<file path="src/rtl/gray_sweep_ctrl_if.sv">
// Stream and control bundle between gray_sweep_ctrl and its surrounding logic.
// master = sequencer side, slave = requester/consumer side.
interface gray_sweep_ctrl_if #(
    parameter int WIDTH = 4
);
    logic             start;
    logic [WIDTH-1:0] first_code;
    logic [WIDTH-1:0] last_code;
    logic             loop;
    logic             abort;
    logic             out_ready;
    logic             out_valid;
    logic [WIDTH-1:0] bin_out;
    logic [WIDTH-1:0] gray_out;
    logic             busy;
    logic             done;
    logic             chk_err;

    modport master (
        input  start, first_code, last_code, loop, abort, out_ready,
        output out_valid, bin_out, gray_out, busy, done, chk_err
    );

    modport slave (
        output start, first_code, last_code, loop, abort, out_ready,
        input  out_valid, bin_out, gray_out, busy, done, chk_err
    );
endinterface

</file>
<file path="src/rtl/gray_sweep_ctrl.sv">
// Sweeps a binary range (with wrap/loop) and streams registered binary/Gray pairs.
// Optional consistency checker on chk_err is built when GRAY_SWEEP_CHECK_EN is defined.
module gray_sweep_ctrl #(
    parameter int WIDTH = 4
) (
    input  logic              clk,
    input  logic              rst,
    gray_sweep_ctrl_if.master bus
);
    typedef enum logic [1:0] {S_IDLE, S_RUN, S_DONE} state_e;

    state_e           state_q, state_d;
    logic [WIDTH-1:0] first_q, first_d;
    logic [WIDTH-1:0] last_q, last_d;
    logic             loop_q, loop_d;
    logic [WIDTH-1:0] bin_q, bin_d;
    logic [WIDTH-1:0] gray_q, gray_d;
    logic             xfer;

    assign xfer = (state_q == S_RUN) && bus.out_ready;

    always_ff @(posedge clk) begin
        if (rst) begin
            state_q <= S_IDLE;
            first_q <= '0;
            last_q  <= '0;
            loop_q  <= 1'b0;
            bin_q   <= '0;
            gray_q  <= '0;
        end else begin
            state_q <= state_d;
            first_q <= first_d;
            last_q  <= last_d;
            loop_q  <= loop_d;
            bin_q   <= bin_d;
            gray_q  <= gray_d;
        end
    end

    always_comb begin
        state_d = state_q;
        first_d = first_q;
        last_d  = last_q;
        loop_d  = loop_q;
        bin_d   = bin_q;
        case (state_q)
            S_IDLE: begin
                if (bus.start) begin
                    first_d = bus.first_code;
                    last_d  = bus.last_code;
                    loop_d  = bus.loop;
                    bin_d   = bus.first_code;
                    state_d = S_RUN;
                end
            end
            S_RUN: begin
                // abort wins over a simultaneous transfer
                if (bus.abort) begin
                    state_d = S_IDLE;
                end else if (xfer) begin
                    if (bin_q == last_q) begin
                        if (loop_q) begin
                            bin_d = first_q;
                        end else begin
                            state_d = S_DONE;
                        end
                    end else begin
                        bin_d = bin_q + 1'b1;
                    end
                end
            end
            S_DONE:  state_d = S_IDLE;
            default: state_d = S_IDLE;
        endcase
    end

    // Gray is derived from the next binary value so both registers update together.
    assign gray_d = bin_d ^ (bin_d >> 1);

    assign bus.out_valid = (state_q == S_RUN);
    assign bus.busy      = (state_q != S_IDLE);
    assign bus.done      = (state_q == S_DONE);
    assign bus.bin_out   = bin_q;
    assign bus.gray_out  = gray_q;

`ifdef GRAY_SWEEP_CHECK_EN
    logic             prev_vld_q, prev_vld_d;
    logic [WIDTH-1:0] prev_gray_q, prev_gray_d;
    logic             err_q, err_d;

    always_ff @(posedge clk) begin
        if (rst) begin
            prev_vld_q  <= 1'b0;
            prev_gray_q <= '0;
            err_q       <= 1'b0;
        end else begin
            prev_vld_q  <= prev_vld_d;
            prev_gray_q <= prev_gray_d;
            err_q       <= err_d;
        end
    end

    always_comb begin
        prev_vld_d  = prev_vld_q;
        prev_gray_d = prev_gray_q;
        err_d       = err_q;
        if ((state_q == S_IDLE) && bus.start) begin
            prev_vld_d = 1'b0;
        end
        if (xfer) begin
            if (gray_q != (bin_q ^ (bin_q >> 1))) begin
                err_d = 1'b1;
            end
            if (prev_vld_q && ($countones(gray_q ^ prev_gray_q) != 1)) begin
                err_d = 1'b1;
            end
            prev_gray_d = gray_q;
            // a loop reload starts a new pass with no predecessor
            prev_vld_d  = !((bin_q == last_q) && loop_q);
        end
    end

    assign bus.chk_err = err_q;
`else
    assign bus.chk_err = 1'b0;
`endif
endmodule

</file>
<file path="src/flat_wrapper.sv">
// flat-port wrapper written by rule: the top's interface ports become plain ports
module gray_sweep_ctrl_flat 
#(
    parameter int WIDTH = 4
)
  (clk, rst, bus_start, bus_first_code, bus_last_code, bus_loop, bus_abort, bus_out_ready, bus_out_valid, bus_bin_out, bus_gray_out, bus_busy, bus_done, bus_chk_err);
  gray_sweep_ctrl_if #(.WIDTH(WIDTH)) bus_i ();
  input  logic clk;
  input  logic rst;
  input wire logic [$bits(bus_i.start)-1:0] bus_start;
  input wire logic [$bits(bus_i.first_code)-1:0] bus_first_code;
  input wire logic [$bits(bus_i.last_code)-1:0] bus_last_code;
  input wire logic [$bits(bus_i.loop)-1:0] bus_loop;
  input wire logic [$bits(bus_i.abort)-1:0] bus_abort;
  input wire logic [$bits(bus_i.out_ready)-1:0] bus_out_ready;
  output wire logic [$bits(bus_i.out_valid)-1:0] bus_out_valid;
  output wire logic [$bits(bus_i.bin_out)-1:0] bus_bin_out;
  output wire logic [$bits(bus_i.gray_out)-1:0] bus_gray_out;
  output wire logic [$bits(bus_i.busy)-1:0] bus_busy;
  output wire logic [$bits(bus_i.done)-1:0] bus_done;
  output wire logic [$bits(bus_i.chk_err)-1:0] bus_chk_err;
  assign bus_i.start = bus_start;
  assign bus_i.first_code = bus_first_code;
  assign bus_i.last_code = bus_last_code;
  assign bus_i.loop = bus_loop;
  assign bus_i.abort = bus_abort;
  assign bus_i.out_ready = bus_out_ready;
  assign bus_out_valid = bus_i.out_valid;
  assign bus_bin_out = bus_i.bin_out;
  assign bus_gray_out = bus_i.gray_out;
  assign bus_busy = bus_i.busy;
  assign bus_done = bus_i.done;
  assign bus_chk_err = bus_i.chk_err;
  gray_sweep_ctrl #(.WIDTH(WIDTH)) u_core (.clk(clk), .rst(rst), .bus(bus_i));
endmodule
</file>
<file path="config.mk">
export PLATFORM = sky130hd
export DESIGN_NAME = gray_sweep_ctrl_flat
export DESIGN_NICKNAME = d
export VERILOG_FILES = /design/src/rtl/gray_sweep_ctrl_if.sv /design/src/rtl/gray_sweep_ctrl.sv /design/src/flat_wrapper.sv
export SDC_FILE = /design/constraint.sdc
export NUM_CORES = 1
export LEC_CHECK = 0
export CORE_MARGIN = 2
export CORE_UTILIZATION = 35
export CTS_BUF_LIST = sky130_fd_sc_hd__clkbuf_8
export DETAILED_ROUTE_END_ITERATION = 12
export PLACE_DENSITY = 0.73
export SYNTH_ARGS = -nofsm -noshare
export SYNTH_HDL_FRONTEND = slang
export SYNTH_SLANG_ARGS = --single-unit
</file>
<file path="constraint.sdc">
create_clock -name clk -period 1.5 [get_ports clk]
set_input_delay 0.45 -clock clk [delete_from_list [all_inputs] [get_ports clk]]
set_output_delay 0.45 -clock clk [all_outputs]
set_load 0.02 [all_outputs]
</file>
# Word level (Yosys, flattened, before mapping)
# Cells that the tools add are included.
# word_totals
regBits	19
latchBits	0
ram_bits	0
rom_bits	0
inputBits	14
out_inout_bits	12
elab_cells	32
memories	0
# classes
addsub	1
n_mul	0
div	0
magnitude_cmp	0
eq_ne	7
n_shift	0
n_mux	12
bitwise	1
n_reduce_logical	5
# ops
op	n
2-to-1 mux 4 bit	5
2-to-1 mux 2 bit	5
one-hot mux 4 bit (2 select lines)	1
!= test 3 x 2 -> 1 bit, second input constant	2
adder 4 x 1 -> 4 bit, second input constant	1
== test 4 bit	1
one-hot mux 2 bit (2 select lines)	1
AND reduction 4 bit	1
bitwise XOR 4 x 3 -> 4 bit	1
!= test 3 bit, second input constant	1
== test 2 x 1 -> 1 bit, second input constant	1
== test 2 bit, second input constant	1
zero test 2 bit	1
!= test 2 bit, second input constant	1
AND reduction 2 bit	1
nonzero test 2 bit	1
logical AND 1 bit	1

# Longest topological paths before layout
# Gate-level depths: netlist of run 1.
# depth
word_depth	6
ltp_mapped	6
mapped_depth_nobuf	6

# Least setup slack after synthesis of run 1
# Ideal clock, no wire load.
# synth_path
kind	reg2reg
startpoint	register u_core.bin_q[0] (netlist: u_core.bus.bin_out[0])
endpoint	register u_core.gray_q[1] (netlist: u_core.bus.gray_out[1])
setup_ps	72
t_arrival_ps	1597
t_required_ps	1428
setup_slack_ps	-168
stages_incl_launch_ff	7
path_buffers	1
synth_period_minus_slack_ps	1668
path_cell_list	dfxtp_1 buf_2 xnor2_2 and4_4 o2111ai_1 a31oi_2 mux2i_1
# synth_between
elab_chain_cells	6
elab_cells_between_ends	7
classes_between	add/sub: 1; eq/ne: 1; mux: 4; bitwise: 1
# synth_lines
element	line	rtl
from (decl)	gray_sweep_ctrl.sv:16	logic [WIDTH-1:0] bin_q, bin_d;
from (signal assigned)	gray_sweep_ctrl.sv:35	bin_q <= bin_d;
adder 4 x 1 -> 4 bit / == test 4 bit (equally long branches)	gray_sweep_ctrl.sv:68, gray_sweep_ctrl.sv:61	
2-to-1 mux 4 bit *	gray_sweep_ctrl.sv:61	if (bin_q == last_q) begin
2-to-1 mux 4 bit *	gray_sweep_ctrl.sv:60	end else if (xfer) begin
2-to-1 mux 4 bit *	gray_sweep_ctrl.sv:58	if (bus.abort) begin
one-hot mux 4 bit (2 select lines) *	gray_sweep_ctrl.sv:46	case (state_q)
bitwise XOR 4 x 3 -> 4 bit *	gray_sweep_ctrl.sv:78	assign gray_d = bin_d ^ (bin_d >> 1);
to (signal assigned)	gray_sweep_ctrl.sv:36	gray_q <= gray_d;
to (decl)	gray_sweep_ctrl.sv:17	logic [WIDTH-1:0] gray_q, gray_d;
# Every way passes the cells marked *; elsewhere a longest branch is shown, timed or not.
# A chain may end at the register's enable or synchronous reset.

# Worst setup path in the final report of run 1
# layout_path
startpoint	register u_core.bin_q[2] (netlist: u_core.bus.bin_out[2])
endpoint	register u_core.gray_q[2] (netlist: u_core.bus.gray_out[2])
# layout_between
elab_chain_cells	6
elab_cells_between_ends	9
classes_between	add/sub: 1; eq/ne: 1; mux: 6; bitwise: 1
# layout_lines
element	line	rtl
adder 4 x 1 -> 4 bit (tied with other cells)	gray_sweep_ctrl.sv:68	bin_d = bin_q + 1'b1;
2-to-1 mux 4 bit	gray_sweep_ctrl.sv:61	
2-to-1 mux 4 bit	gray_sweep_ctrl.sv:60	
2-to-1 mux 4 bit	gray_sweep_ctrl.sv:58	
one-hot mux 4 bit (2 select lines) *	gray_sweep_ctrl.sv:46	
bitwise XOR 4 x 3 -> 4 bit *	gray_sweep_ctrl.sv:78	
# Marked as above.

==> results of run 1 <==
## cells in the final DEF, fill, tap and decap left out, drive strengths merged, types with 2 or more instances in the layout
cell type,count
a21oi,13
buf,22
clkbuf,5
clkdlybuf4s15,4
clkdlybuf4s50,9
dfxtp,18
dlygate4sd2,7
inv,10
mux2i,7
nand2,20
nand2b,5
nand3,2
nor2,5
o211ai,2
o21ai,2
o21bai,2
o221ai,2
o22a,2
o22ai,3
or2,2
or3,2
xnor2,6
## critical path: stages (launching register included)
cell and delay [ps]:
dfxtp_2 410, buf_4 150, nand3_1 110, xnor2_1 290
nor3_2 100, or3_1 360, mux2i_1 130
## flip-flops by register name, indices dropped and copies added (netlist names)
signal,count
u_core.bus.gray_out,4
u_core.first_q,4
u_core.last_q,4
u_core.bus.bin_out,3
u_core.state_q,2
u_core.loop_q,1
## repair_timing
| action | in CTS | in global routing |
|---|---|---|
| gates resized for setup | 46 | 24 |
| pin swaps | 6 | 7 |
| setup buffers | 3 | 0 |
| endpoints found under the setup margin | 28 | 7 |
## worst max-delay path by stage
stage	slack, ps	cells past startpoint	startpoint	endpoint
after floorplan	6	6	u_core.bus.bin_out[0]	u_core.bus.gray_out[0]
after global placement	-500	6	bus_abort	u_core.bus.gray_out[2]
after detailed placement	-560	6	bus_abort	u_core.bus.gray_out[0]
after CTS	-90	6	u_core.bus.bin_out[1]	u_core.bus.gray_out[2]
after global routing	-140	6	u_core.bus.bin_out[2]	u_core.bus.gray_out[2]
final	-110	6	u_core.bus.bin_out[2]	u_core.bus.gray_out[2]
## metal layers
layer | GRT usage | vias up | routed length [um]
li1 | - | 505 | -
met5 | 0 | - | 0
met4 | 0.0797 | 0 | 148
met1 | 0.208 | 502 | 1130
met3 | 0.0513 | 14 | 194
met2 | 0.354 | 49 | 1700
## kinds of logic after synthesis
logic type,Yosys count
AND/OR/NAND/NOR,43
other,1
flip-flops,18
AO/OA/AOI/OAI,31
XOR/XNOR,6
adder cells (fa/ha/maj),1
multiplexers,7
buffers and inverters,16
## metrics by stage
| stage | TNS, ps | util | hold WS [ps] | instances |
|---|---|---|---|---|
| after floorplan | 0 | - | 436 | 123 |
| after global placement | -6120 | 0.503 | 446 | 189 |
| after detailed placement | -7420 | 0.503 | 450 | 189 |
| after CTS | -258 | 0.563 | 460 | 196 |
| after global routing | -544 | 0.599 | 484 | 195 |
| final | -207 | 0.599 | 467 | 195 |
## power by group
group / total [mW] / internal (mW) / switching, mW
registers: 0.581 / 0.523 / 0.0583
clock network: 0.407 / 0.234 / 0.174
logic: 0.519 / 0.262 / 0.257
## cell type report
| cell class | count | area, um2 |
|---|---|---|
| clock buffers | 4 | 55.1 |
| fillers | 246 | 1110 |
| inverters | 10 | 37.5 |
| multi-input cells | 89 | 774 |
| flip-flops and latches | 18 | 380 |
| well taps | 31 | 38.8 |
| repair buffers | 43 | 365 |
==> metrics.yaml, run 1 <==
run_status: "finished, violations left"
violations: "setup timing"
synth.area.top_cells: "dfxtp_1, nand2_1, mux2i_1, a21oi_1, xnor2_1"
synth_xor_area_frac: 0.0596
place_area_um2: 1390
htree_levels: 1
p_total_mw: 1.51
antenna_found_initial: 0
yosysWarnings: 0
synth-simple-area-share: 0.225
hp-start: "u_core.first_q[3]"
yosys.area_share.adder: 0.0124
synth-seq-cells: 18
r2r-end: "u_core.bus.gray_out[2]"
viasPerCell: 5.49
port_buffers: 24
ys_seq_area_frac: 0.357
r2r_start: "u_core.bus.bin_out[2]"
ctsHoldBuffers: 0
n_antenna_cell: 0
drive_above_1_share: 0.372
drc: 0
dpl_worst_slack_ps: -559
grt_pass1_wl_um: 4840
place.gp.congestion: 0.953
fin_area_um2: 1650
reg2reg_slack_ps: -110
setup_viol: 3
min_period_ps: 1610
p_per_area_nw_per_um2: 913
p_leak_nw: 0.650
clk_pin_slew_ps: 70
overflow: 0
place_hpwl_um: 2100
synth_top_family_by_area: "simple AND/OR/NAND/NOR gates"
cap_violations: 0
cp.arrival_ps: 1790
synth_common_cells: "nand2_1, dfxtp_1, a21oi_1"
wl_per_cell_um: 16.3
hold_class: "flip-flop to flip-flop"
synth_nets: 138
syn-cell-area_um2: 1010
ir_drop_uv: 997
cp.required_ps: 1690
grt_max_degree: 12
rows: 19
rsz0062_at_grt: "yes"
synth_cell_type_count: 38
grt_pass1_vias: 1086
start_util: 0.366
grtUsageTotal: 0.193
synth-edff-count: 0
fin_crit_sh: 1.07
criticalPathCategory: "flip-flop to flip-flop"
synth_area_per_cell_um2: 8.20
hold_viol: 0
cts_buffers: 3
synthCells: 123
synth_compound_area_frac: 0.203
cp-end-kind: "flip-flop"
cts_max_path_buffers: 2
syn_to_final_growth_pct: 63.8
holdPathStages: 2
finalWorstSetupSlack_ps: -105
yosysMostFrequentCell: "nand2_1"
synthMuxAreaShare: 0.0695
slew_viol_final: 0
firstDrtPassIters: 4
cp_max_fo: 3
ios: 26
clock-sinks: 18
max_freq_ghz: 0.623
async_flop_share: 0
ant_nets: 0
start_kind: "flip-flop"
core_area_um2: 2760
r2r_cells: 6
synth_top_area_frac: 0.357
cts_root_buffer: "clkbuf_8"
nets: 180
ys.flop_type: "dfxtp_1"
vias: 1070
tritoncts: "done"
dieArea_um2: 3330
drt_first_iter_violations: 38
totalWireLength_um: 3170
die_y_um: 57.7
synth_top_cell_by_area: "dfxtp_1"
fin_worst_skew_ps: 1.49
hold_end: "u_core.first_q[3]"
die_w_um: 57.7
insertion_delay_ps: 260
Note: power is estimated with default switching activity, not from simulation.
==> run 2: changes to the inputs <==
- ABC_CLOCK_PERIOD_IN_PS: unset -> 1500
==> results of run 2 <==
The final DEF is identical to that of run 1; final timing and power are the same.
